[src/rtl/residue_mac_mod_113.sv]
// Modulo-113 multiply-accumulate stage: accepts NTerms residue pairs, emits sum(a*b) mod 113.
// Two-stage datapath: stage 1 registers the raw product, stage 2 reduces it and folds it
// into the accumulator. A three-state FSM sequences accumulate / drain / result-hold.
module residue_mac_mod_113 #(
  parameter int unsigned NTerms = 4
) (
  input  logic       clk_i,
  input  logic       rst_ni,
  input  logic       clr_i,
  input  logic       in_valid_i,
  output logic       in_ready_o,
  input  logic [6:0] in_a_i,
  input  logic [6:0] in_b_i,
  output logic       out_valid_o,
  input  logic       out_ready_i,
  output logic [6:0] out_r_o,
  output logic       out_err_o
);

  typedef enum logic [1:0] {StAcc, StDrain, StDone} state_e;

  state_e      state_q;
  logic [6:0]  acc_q;
  logic [7:0]  cnt_q;
  logic        err_q;
  logic        out_valid_q;
  logic        s1_valid_q;
  logic        s1_last_q;
  logic        s1_err_q;
  logic [13:0] s1_p_q;

  logic        accept;
  logic        last_term;
  logic        op_err;
  logic [6:0]  a_n;
  logic [6:0]  b_n;
  logic [13:0] prod;
  logic [10:0] fold1;
  logic [8:0]  fold2;
  logic [7:0]  fold3;
  logic [7:0]  fold3_sub;
  logic [6:0]  pm;
  logic [7:0]  sum;
  logic [7:0]  sum_sub;
  logic [6:0]  acc_nxt;

  assign in_ready_o  = (state_q == StAcc);
  assign out_valid_o = out_valid_q;
  assign out_r_o     = out_valid_q ? acc_q : 7'd0;
  assign out_err_o   = out_valid_q & err_q;

  // Operand normalisation, product and modular reduction of the stage-1 product.
  always_comb begin
    accept    = in_valid_i && in_ready_o && !clr_i;
    last_term = ((cnt_q + 8'd1) == NTerms[7:0]);
    op_err    = (in_a_i >= 7'd113) || (in_b_i >= 7'd113);
    a_n       = (in_a_i >= 7'd113) ? in_a_i - 7'd113 : in_a_i;
    b_n       = (in_b_i >= 7'd113) ? in_b_i - 7'd113 : in_b_i;
    prod      = 14'(a_n) * 14'(b_n);
    // 2^7 = 15 (mod 113); three folds bring any 14-bit product below 158.
    fold1     = 11'(s1_p_q[13:7]) * 11'd15 + 11'(s1_p_q[6:0]);
    fold2     = 9'(fold1[10:7]) * 9'd15 + 9'(fold1[6:0]);
    fold3     = 8'(fold2[8:7]) * 8'd15 + 8'(fold2[6:0]);
    fold3_sub = fold3 - 8'd113;
    pm        = (fold3 >= 8'd113) ? fold3_sub[6:0] : fold3[6:0];
    sum       = {1'b0, acc_q} + {1'b0, pm};
    sum_sub   = sum - 8'd113;
    acc_nxt   = (sum >= 8'd113) ? sum_sub[6:0] : sum[6:0];
  end

  // FSM, pipeline registers and accumulator; clr outranks everything except reset.
  always_ff @(posedge clk_i or negedge rst_ni) begin
    if (!rst_ni) begin
      state_q     <= StAcc;
      acc_q       <= 7'd0;
      cnt_q       <= 8'd0;
      err_q       <= 1'b0;
      out_valid_q <= 1'b0;
      s1_valid_q  <= 1'b0;
      s1_last_q   <= 1'b0;
      s1_err_q    <= 1'b0;
      s1_p_q      <= 14'd0;
    end else if (clr_i) begin
      state_q     <= StAcc;
      acc_q       <= 7'd0;
      cnt_q       <= 8'd0;
      err_q       <= 1'b0;
      out_valid_q <= 1'b0;
      s1_valid_q  <= 1'b0;
      s1_last_q   <= 1'b0;
      s1_err_q    <= 1'b0;
    end else begin
      s1_valid_q <= accept;
      if (accept) begin
        s1_p_q    <= prod;
        s1_last_q <= last_term;
        s1_err_q  <= op_err;
        cnt_q     <= cnt_q + 8'd1;
      end
      if (s1_valid_q) begin
        acc_q <= acc_nxt;
        err_q <= err_q | s1_err_q;
      end
      unique case (state_q)
        StAcc: begin
          if (accept && last_term) state_q <= StDrain;
        end
        StDrain: begin
          if (s1_valid_q && s1_last_q) begin
            out_valid_q <= 1'b1;
            state_q     <= StDone;
          end
        end
        StDone: begin
          // Stage 1 is empty here, so these clears never race an accumulate.
          if (out_ready_i) begin
            out_valid_q <= 1'b0;
            acc_q       <= 7'd0;
            cnt_q       <= 8'd0;
            err_q       <= 1'b0;
            state_q     <= StAcc;
          end
        end
        default: state_q <= StAcc;
      endcase
    end
  end

endmodule

[config.mk]
export PLATFORM = sky130hd
export DESIGN_NAME = residue_mac_mod_113
export DESIGN_NICKNAME = d
export VERILOG_FILES = /design/src/rtl/residue_mac_mod_113.sv
export SDC_FILE = /design/constraint.sdc
export NUM_CORES = 1
export LEC_CHECK = 0
export BUFFER_PORTS_ARGS = -buffer_cell sky130_fd_sc_hd__buf_2
export CAP_MARGIN = 10
export CELL_PAD_IN_SITES_DETAIL_PLACEMENT = 1
export CELL_PAD_IN_SITES_GLOBAL_PLACEMENT = 1
export CORE_MARGIN = 5
export CORE_UTILIZATION = 50
export CTS_BUF_LIST = sky130_fd_sc_hd__clkbuf_8
export DETAILED_ROUTE_END_ITERATION = 10
export PLACE_DENSITY_LB_ADDON = 0.05
export SYNTH_ARGS = -nofsm -noshare
export SYNTH_HDL_FRONTEND = slang
export SYNTH_SLANG_ARGS = --single-unit
export TNS_END_PERCENT = 10
[constraint.sdc]
create_clock -name clk_i -period 14.9 [get_ports clk_i]
set_input_delay 2.98 -clock clk_i [delete_from_list [all_inputs] [get_ports clk_i]]
set_output_delay 2.98 -clock clk_i [all_outputs]
set_load 0.01 [all_outputs]
==> results.yml, run 1 <==
synthesis:
  synthSimpleGateAreaFrac: 0.158
  ys_seq_elements: 36
  syn_avg_cell_area_um2: 8.58
  syn-cell-area_mm2: 0.00589
  synthArstFlopShare: 1.00
  synth_xor_area_frac: 0.0699
  seq_area_frac_synth: 0.153
  synthAdderAreaFrac: 0.376
  yosys_warnings: 0
  ys_types: 58
  synth_top_flop_cell: "dfrtp_1"
  synthMuxAreaShare: 0.00872
  syn_inst: 686
  synth.net_count: 850
  synth-compound-area-share: 0.154
  synth-edff-count: 0
  synth_top_family_by_area: "adder cells"
worst_hold_path:
  hold_path.class: "register to register"
  holdPathEnd: "err_q$_DFF_PN0_"
  min_from: "err_q$_DFF_PN0_"
  hold_depth: 2
worst_setup_path:
  crit_type: "register to register"
  r2r_start: "s1_p_q[7]$_DFFE_PN0P_"
  worst_ep_arrival_time_ns: 11.87
  cp-end-kind: "register"
  rr_worst_depth: 43
  worstPathRequired_ns: 15.12
  cp-start-kind: "register"
  r2r_slack_ns: 3.25
  cp.depth: 43
  cp.buffers_inverters: 8
  rr_endpoint: "acc_q[3]$_DFF_PN0_"
  crit_slowest_cell: "fa_1"
  crit_path_max_fanout: 8
  critPathTopFamily: "adder cells"
  critPathMaxStageDelay_ns: 0.60
drt:
  first_iter_violations: 151
  num_vias: 4751
  wl_per_cell_um: 16.0
  ant_nets: 0
  post-route-drc-count: 0
  via_per_inst: 5.53
  drt-total-wl_um: 13700
  dr.pass1.iters: 4
cts:
  postCtsResizedCells: 0
  cts_tree: "yes"
  cts_setup_buffers: 0
  clk_latency_ns: 0.29
  cts_buffer_depth: 2
  htreeDepth: 2
  numCtsBuffers: 5
  cts.sinks: 36
  clk_pin_slew_ns: 0.08
  root_buffer: "clkbuf_8"
  holdBufCountCts: 0
layout:
  most-common-layout-cells: "inv_1 (117), ha_1 (92), nand2_1 (60), fa_1 (53), nor2_1 (44)"
  final_nets: 879
  final_common_cell: "inv_1"
  final_util: 0.546
  drive_above_1_share: 0.0712
  diodes: 0
  synthToLayoutAreaGrowth_pct: 6.38
  instances_no_fill: 859
placed_design:
  globalplace.congestion: 0.838
  port_buffers: 28
  dp_cells: 851
  dp_hpwl_um: 11900
floorplan:
  start_util: 0.513
  fp.dieH_um: 118
  core_area_mm2: 0.0115
  dieArea_mm2: 0.0140
  rows: 39
  ios: 29
  die-width_um: 118
sta:
  slew-limit-headroom: 0.340
  post-route-period-util: 0.782
  fmax_mhz: 85.8
  finalSetupTns_ns: 0
  rsz0062_at_grt: "no"
  finClkSkew_ns: 0.0106
  slew_violations: 0
  worst_pin_slew_ns: 0.979
  holdWs_ns: 0.495
  hold_violations: 0
  setup_viol: 0
  finalCriticalPeriod_ns: 11.65
global_route:
  grt_antenna_before_repair: 0
  grt_max_degree: 37
  grt_pass1_wl_um: 24000
  grtUsageTotal: 0.202
  grt_pass1_vias: 5201
  gr-total-overflow: 0
outcome:
  status: "complete, no violations"
run:
  drv_cap: 0
[worst min-delay path, stage by stage (launching register included)]
cell	delay, ns
dfrtp_1	0.35
a21oi_1	0.04
nor2_1	0.07
[per-layer routing]
metal  vias to the layer above  global-route usage  part of all wire  wire [um]
met2                        35               0.372              0.53       7240
met3                        21              0.0244             0.019        257
li1                       2331                   -                 -          -
met1                      2364               0.253              0.44       5990
met4                         0              0.0432             0.016        216
met5                         -                   0                 0          0
[final cells by class]
cell class	count	area [um2]
Multi-Input combinational cell	526	4510
Sequential cell	36	901
Clock inverter	3	18.8
Tap cell	143	179
Inverter	118	443
Clock buffer	5	68.8
Fill cell	1426	5210
Timing Repair Buffer	28	140
[registers in the layout, summed over array words and instances, names as in the netlist]
name         cells
s1_p_q          14
cnt_q            8
acc_q            7
state_q          2
err_q            1
out_valid_o      1
s1_err_q         1
s1_last_q        1
s1_valid_q       1
[cells by family (layout without fill, tap and decap cells)]
kind of cell             Yosys count  after routing
XOR/XNOR                          47             47
buffers and inverters            124            154
multiplexers                       5              5
flip-flops                        36             36
AO/OA/AOI/OAI                    140            140
AND/OR/NAND/NOR                  189            189
adder cells (fa/ha/maj)          145            145
[worst max-delay path by stage]
stage	from	to
global route	s1_p_q[7]$_DFFE_PN0P_	acc_q[3]$_DFF_PN0_
floorplan	s1_p_q[7]$_DFFE_PN0P_	acc_q[3]$_DFF_PN0_
detailed placement	s1_p_q[7]$_DFFE_PN0P_	acc_q[3]$_DFF_PN0_
global placement	s1_p_q[7]$_DFFE_PN0P_	acc_q[3]$_DFF_PN0_
finish	s1_p_q[7]$_DFFE_PN0P_	acc_q[3]$_DFF_PN0_
CTS	s1_p_q[7]$_DFFE_PN0P_	acc_q[3]$_DFF_PN0_
[per-stage QoR]
stage,instance area [um2],setup WS (ns)
detailed placement,6170,3.26
global placement,6170,3.92
CTS,6260,3.25
global route,6260,2.48
finish,6260,3.25
floorplan,5890,4.32
[Yosys cell counts (all sizes together), types with 4 or more instances]
cell / instances / share of area
inv: 118 / 0.075
ha: 92 / 0.20
nand2: 60 / 0.038
fa: 53 / 0.18
nor2: 44 / 0.028
o21ai: 44 / 0.037
dfrtp: 36 / 0.15
a21oi: 32 / 0.027
xor2: 24 / 0.036
xnor2: 23 / 0.034
a21o: 15 / 0.019
and2: 15 / 0.016
nand3: 12 / 0.010
nor2b: 12 / 0.013
o21a: 10 / 0.013
o21bai: 9 / 0.012
nand2b: 7 / 0.0074
and3: 6 / 0.0064
nor3b: 6 / 0.0085
nor4: 6 / 0.0064
or2: 6 / 0.0064
a211oi: 5 / 0.0064
a31oi: 5 / 0.0053
clkbuf: 4 / 0.0026
mux2i: 4 / 0.0068
nor3: 4 / 0.0034
Power of run 1 is left out: the tool's default activity adds up to more than one toggle a clock period on the data nets, which glitch-free logic cannot reach.
==> inputs of run 2 (changes only) <==
==> constraint.sdc (replaced) <==
create_clock -name clk_i -period 11.7 [get_ports clk_i]
set_input_delay 2.34 -clock clk_i [delete_from_list [all_inputs] [get_ports clk_i]]
set_output_delay 2.34 -clock clk_i [all_outputs]
set_load 0.01 [all_outputs]
==> run 2 against run 1 <==
Global-route usage is 0.23 points lower. Flip-flop and latch count stayed put. Maximum frequency is 4.7% higher. Worst hold slack better by 0.0079 ns. First-iteration DRC count is 9.3% lower. Clock skew is 0.0026 ns higher. Cell area is 1.8% higher. Critical path type unchanged. Setup slack worse by 2.7 ns. Count of clock-buffer cells in the layout stayed put. Sequential share of layout area is 0.26 points lower.
==> results.yml, run 2 (same netlist as run 1, synthesis figures left out) <==
drt:
  post-route-drc-count: 0
  num_vias: 4764
  via_per_inst: 5.51
  dr.pass1.iters: 4
  drt-total-wl_um: 13900
  ant_nets: 0
  wl_per_cell_um: 16.1
  first_iter_violations: 137
worst_setup_path:
  crit_type: "register to register"
  critPathMaxStageDelay_ns: 0.59
  crit_slowest_cell: "fa_2"
  worst_ep_arrival_time_ns: 11.36
  cp-end-kind: "register"
  worstPathRequired_ns: 11.92
  crit_path_max_fanout: 8
  rr_worst_depth: 43
  path_common_cell: "inv_1"
  rr_endpoint: "acc_q[3]$_DFF_PN0_"
  r2r_slack_ns: 0.57
  r2r_start: "s1_p_q[7]$_DFFE_PN0P_"
  cp-start-kind: "register"
global_route:
  grtUsageTotal: 0.199
  grt_max_degree: 37
  gr-total-overflow: 0
  grt_pass1_wl_um: 23800
  grt_pass1_vias: 5141
  grt_antenna_before_repair: 0
cts:
  numCtsBuffers: 5
  cts.sinks: 36
  htreeDepth: 2
  cts_tree: "yes"
  cts_buffer_depth: 2
  clk_latency_ns: 0.30
  root_buffer: "clkbuf_8"
  holdBufCountCts: 0
  clk_pin_slew_ns: 0.08
layout:
  top_register: "s1_p_q"
  diodes: 0
  largest_reg_flops: 14
  final_nets: 884
  reg_top3: "s1_p_q (14), cnt_q (8), acc_q (7)"
  final_common_cell: "inv_1"
  synthToLayoutAreaGrowth_pct: 8.33
  instances_no_fill: 864
  drive_above_1_share: 0.0957
  most-common-layout-cells: "inv_1 (117), ha_1 (92), nand2_1 (60), fa_1 (52), nor2_1 (44)"
floorplan:
  start_util: 0.513
  dieArea_mm2: 0.0140
  rows: 39
  die-width_um: 118
  core_area_mm2: 0.0115
  fp.dieH_um: 118
  ios: 29
placed_design:
  pre_cts_slack_ns: 0.124
  dp_cells: 851
  dp_hpwl_um: 11900
  globalplace.congestion: 0.838
  port_buffers: 28
run:
  drv_cap: 0
sta:
  slew_violations: 0
  setup_viol: 0
  hold_violations: 0
  finalCriticalPeriod_ns: 11.13
  fin_ws_ns: 0.568
  slew-limit-headroom: 0.277
  finalSetupTns_ns: 0
  fmax_mhz: 89.8
  worst_pin_slew_ns: 1.07
  post-route-period-util: 0.951
  finClkSkew_ns: 0.0132
worst_hold_path:
  min_from: "err_q$_DFF_PN0_"
  holdPathEnd: "err_q$_DFF_PN0_"
  hold_path.class: "register to register"
  hold_depth: 2
outcome:
  status: "complete, no violations"
run 2: changes by cell type in the layout (fill, tap and decap cells not counted), sizes merged:
cell / previous run / this run
buf: 28 / 33
run 2: how the worst max path moves through the flow:
stage / start / to / depth (start not counted)
after floorplan: s1_p_q[7]$_DFFE_PN0P_ / acc_q[3]$_DFF_PN0_ / 44
after global placement: s1_p_q[7]$_DFFE_PN0P_ / acc_q[3]$_DFF_PN0_ / 43
after detailed placement: s1_p_q[7]$_DFFE_PN0P_ / acc_q[3]$_DFF_PN0_ / 43
after CTS: s1_p_q[7]$_DFFE_PN0P_ / acc_q[3]$_DFF_PN0_ / 43
after global routing: s1_p_q[7]$_DFFE_PN0P_ / acc_q[3]$_DFF_PN0_ / 43
final: s1_p_q[7]$_DFFE_PN0P_ / acc_q[3]$_DFF_PN0_ / 43
run 2: through the flow:
step	hold slack, ns	util	cell area (um2)
after global routing	0.532	0.556	6380
after floorplan	0.452	-	5890
final	0.503	0.556	6380
after CTS	0.506	0.546	6260
after global placement	0.474	0.538	6170
after detailed placement	0.484	0.538	6170
run 2: repair_timing:
| action | 4_1_cts | 5_1_grt |
|---|---|---|
| setup buffers | 0 | 5 |
| setup endpoints to repair | 0 | 7 |
| gates resized for setup | 0 | 14 |
run 2: critical path: cells and delay by family, from the launching register on:
family	cells	cell delay (ns)
fa+ha+maj	13	5.58
buf+inv	8	0.53
simple gates	1	0.14
compound gates	17	3.54
xor+xnor	4	0.80
flops	1	0.43
run 2: metal layers:
| layer | up-vias | track usage | wire (um) |
|---|---|---|---|
| li1 | 2332 | - | - |
| met1 | 2377 | 0.251 | 6160 |
| met2 | 37 | 0.368 | 7400 |
| met3 | 18 | 0.0215 | 226 |
| met4 | 0 | 0.0418 | 152 |
| met5 | - | 0 | 0 |
run 2: layout make-up:
type	instances	area (um2)
Tap cell	143	179
Sequential cell	36	901
Fill cell	1413	5090
Multi-Input combinational cell	526	4590
Timing Repair Buffer	33	178
Clock buffer	5	68.8
Inverter	118	443
Clock inverter	3	18.8
Power of run 2 is left out for the same reason.
==> inputs of run 3 (changes only) <==
--- a/config.mk
+++ b/config.mk
@@ -7,10 +7,8 @@
 export LEC_CHECK = 0
 export BUFFER_PORTS_ARGS = -buffer_cell sky130_fd_sc_hd__buf_2
 export CAP_MARGIN = 10
-export CELL_PAD_IN_SITES_DETAIL_PLACEMENT = 1
-export CELL_PAD_IN_SITES_GLOBAL_PLACEMENT = 1
 export CORE_MARGIN = 5
-export CORE_UTILIZATION = 50
+export CORE_UTILIZATION = 62
 export CTS_BUF_LIST = sky130_fd_sc_hd__clkbuf_8
 export DETAILED_ROUTE_END_ITERATION = 10
 export PLACE_DENSITY_LB_ADDON = 0.05
==> run 3 against run 2 <==
Count of clock-buffer cells in the layout did not move. Maximum frequency grew 0.54%. Die area down 18%. Setup slack better by 0.060 ns.
==> results.yml, run 3 (same netlist as run 1, synthesis figures left out) <==
sta:
  setup_viol: 0
  slew_violations: 0
  rsz0062_at_grt: "no"
  fmax_mhz: 90.3
  finalCriticalPeriod_ns: 11.07
  finClkSkew_ns: 0.00643
  hold_violations: 0
  post-route-period-util: 0.946
  finalSetupTns_ns: 0
  slew-limit-headroom: 0.311
  worst_pin_slew_ns: 1.02
worst_setup_path:
  worst_ep_arrival_time_ns: 11.29
  critPathTopFamily: "adder cells"
  crit_type: "register to register"
  critPathMaxStageDelay_ns: 0.59
  cp-startpoint: "s1_p_q[7]$_DFFE_PN0P_"
  rr_worst_depth: 43
  crit_slowest_cell: "fa_1"
  cp.buffers_inverters: 8
  worstPathRequired_ns: 11.91
  crit_path_max_fanout: 8
  r2r_slack_ns: 0.63
  r2r_start: "s1_p_q[7]$_DFFE_PN0P_"
  cp-start-kind: "register"
  rr_endpoint: "acc_q[3]$_DFF_PN0_"
  cp-end-kind: "register"
layout:
  synthToLayoutAreaGrowth_pct: 6.97
  final_common_cell: "inv_1"
  drive_above_1_share: 0.0793
  top_register: "s1_p_q"
  reg_top3: "s1_p_q (14), cnt_q (8), acc_q (7)"
  largest_reg_flops: 14
  diodes: 0
  final_nets: 882
  most-common-layout-cells: "inv_1 (117), ha_1 (92), nand2_1 (60), fa_1 (53), nor2_1 (44)"
outcome:
  status: "complete, no violations"
floorplan:
  start_util: 0.637
  core_area_mm2: 0.00924
  rows: 35
  fp.dieH_um: 107
  ios: 29
  dieArea_mm2: 0.0115
  die-width_um: 107
cts:
  htreeDepth: 2
  cts.sinks: 36
  holdBufCountCts: 0
  cts_buffer_depth: 2
  cts_tree: "yes"
  root_buffer: "clkbuf_8"
  clk_latency_ns: 0.29
  clk_pin_slew_ns: 0.08
  numCtsBuffers: 5
drt:
  via_per_inst: 5.48
  post-route-drc-count: 0
  wl_per_cell_um: 13.6
  drt-total-wl_um: 11500
  ant_nets: 0
  dr.pass1.iters: 5
  num_vias: 4646
  first_iter_violations: 225
global_route:
  grt_max_degree: 37
  grt_antenna_before_repair: 0
  grtUsageTotal: 0.212
  gr-total-overflow: 0
  grt_pass1_wl_um: 20400
  grt_pass1_vias: 4630
placed_design:
  dp_hpwl_um: 9740
  globalplace.congestion: 0.873
  port_buffers: 28
run:
  drv_cap: 0
worst_hold_path:
  holdPathEnd: "s1_p_q[1]$_DFFE_PN0P_"
  hold_depth: 2
  min_from: "s1_p_q[1]$_DFFE_PN0P_"
  hold_path.class: "register to register"
[run 3: layer usage]
metal | global-route usage | vias up | part of all wire
met4 | 0.0343 | 0 | 0.0073
met1 | 0.285 | 2224 | 0.46
met5 | 0 | - | 0
li1 | - | 2341 | -
met2 | 0.370 | 73 | 0.50
met3 | 0.0288 | 8 | 0.033
[run 3: what timing repair did]
| item | in CTS | in global routing |
|---|---|---|
| resized for setup | 0 | 4 |
| setup buffers | 0 | 3 |
| endpoints found under the setup margin | 0 | 5 |
| endpoints found under the hold margin | 0 | 0 |
[run 3: through the flow]
stage | hold WS [ns] | utilization | cell area [um2] | cells | setup slack, ns
finish | 0.522 | 0.681 | 6300 | 848 | 0.628
global route | 0.524 | 0.681 | 6300 | 848 | 0.00993
CTS | 0.520 | 0.676 | 6240 | 845 | 0.402
detailed placement | 0.503 | 0.666 | 6160 | 837 | 0.445
global placement | 0.478 | 0.666 | 6160 | 837 | 0.741
floorplan | 0.452 | - | 5890 | 686 | 1.12
[run 3: worst max-delay path by stage]
stage,to,slack (ns),cells past startpoint
after floorplan,acc_q[3]$_DFF_PN0_,1.12,44
after global placement,acc_q[3]$_DFF_PN0_,0.74,43
after detailed placement,acc_q[3]$_DFF_PN0_,0.44,43
after CTS,acc_q[3]$_DFF_PN0_,0.40,43
after global routing,acc_q[3]$_DFF_PN0_,0.01,42
final,acc_q[3]$_DFF_PN0_,0.63,43
[run 3: layout make-up]
type                    count  area [um2]
flip-flops and latches     36         901
multi-input cells         526        4540
inverters                 118         443
repair buffers             31         163
clock inverters             3        18.8
well taps                 129         161
fillers                   771        2940
clock buffers               5        68.8
[run 3: tightest hold or removal path, cell delays in order, from the launching register on]
cell	delay [ns]
dfrtp_1	0.36
nand2_1	0.07
nand2_1	0.06
Power of run 3 is left out for the same reason.
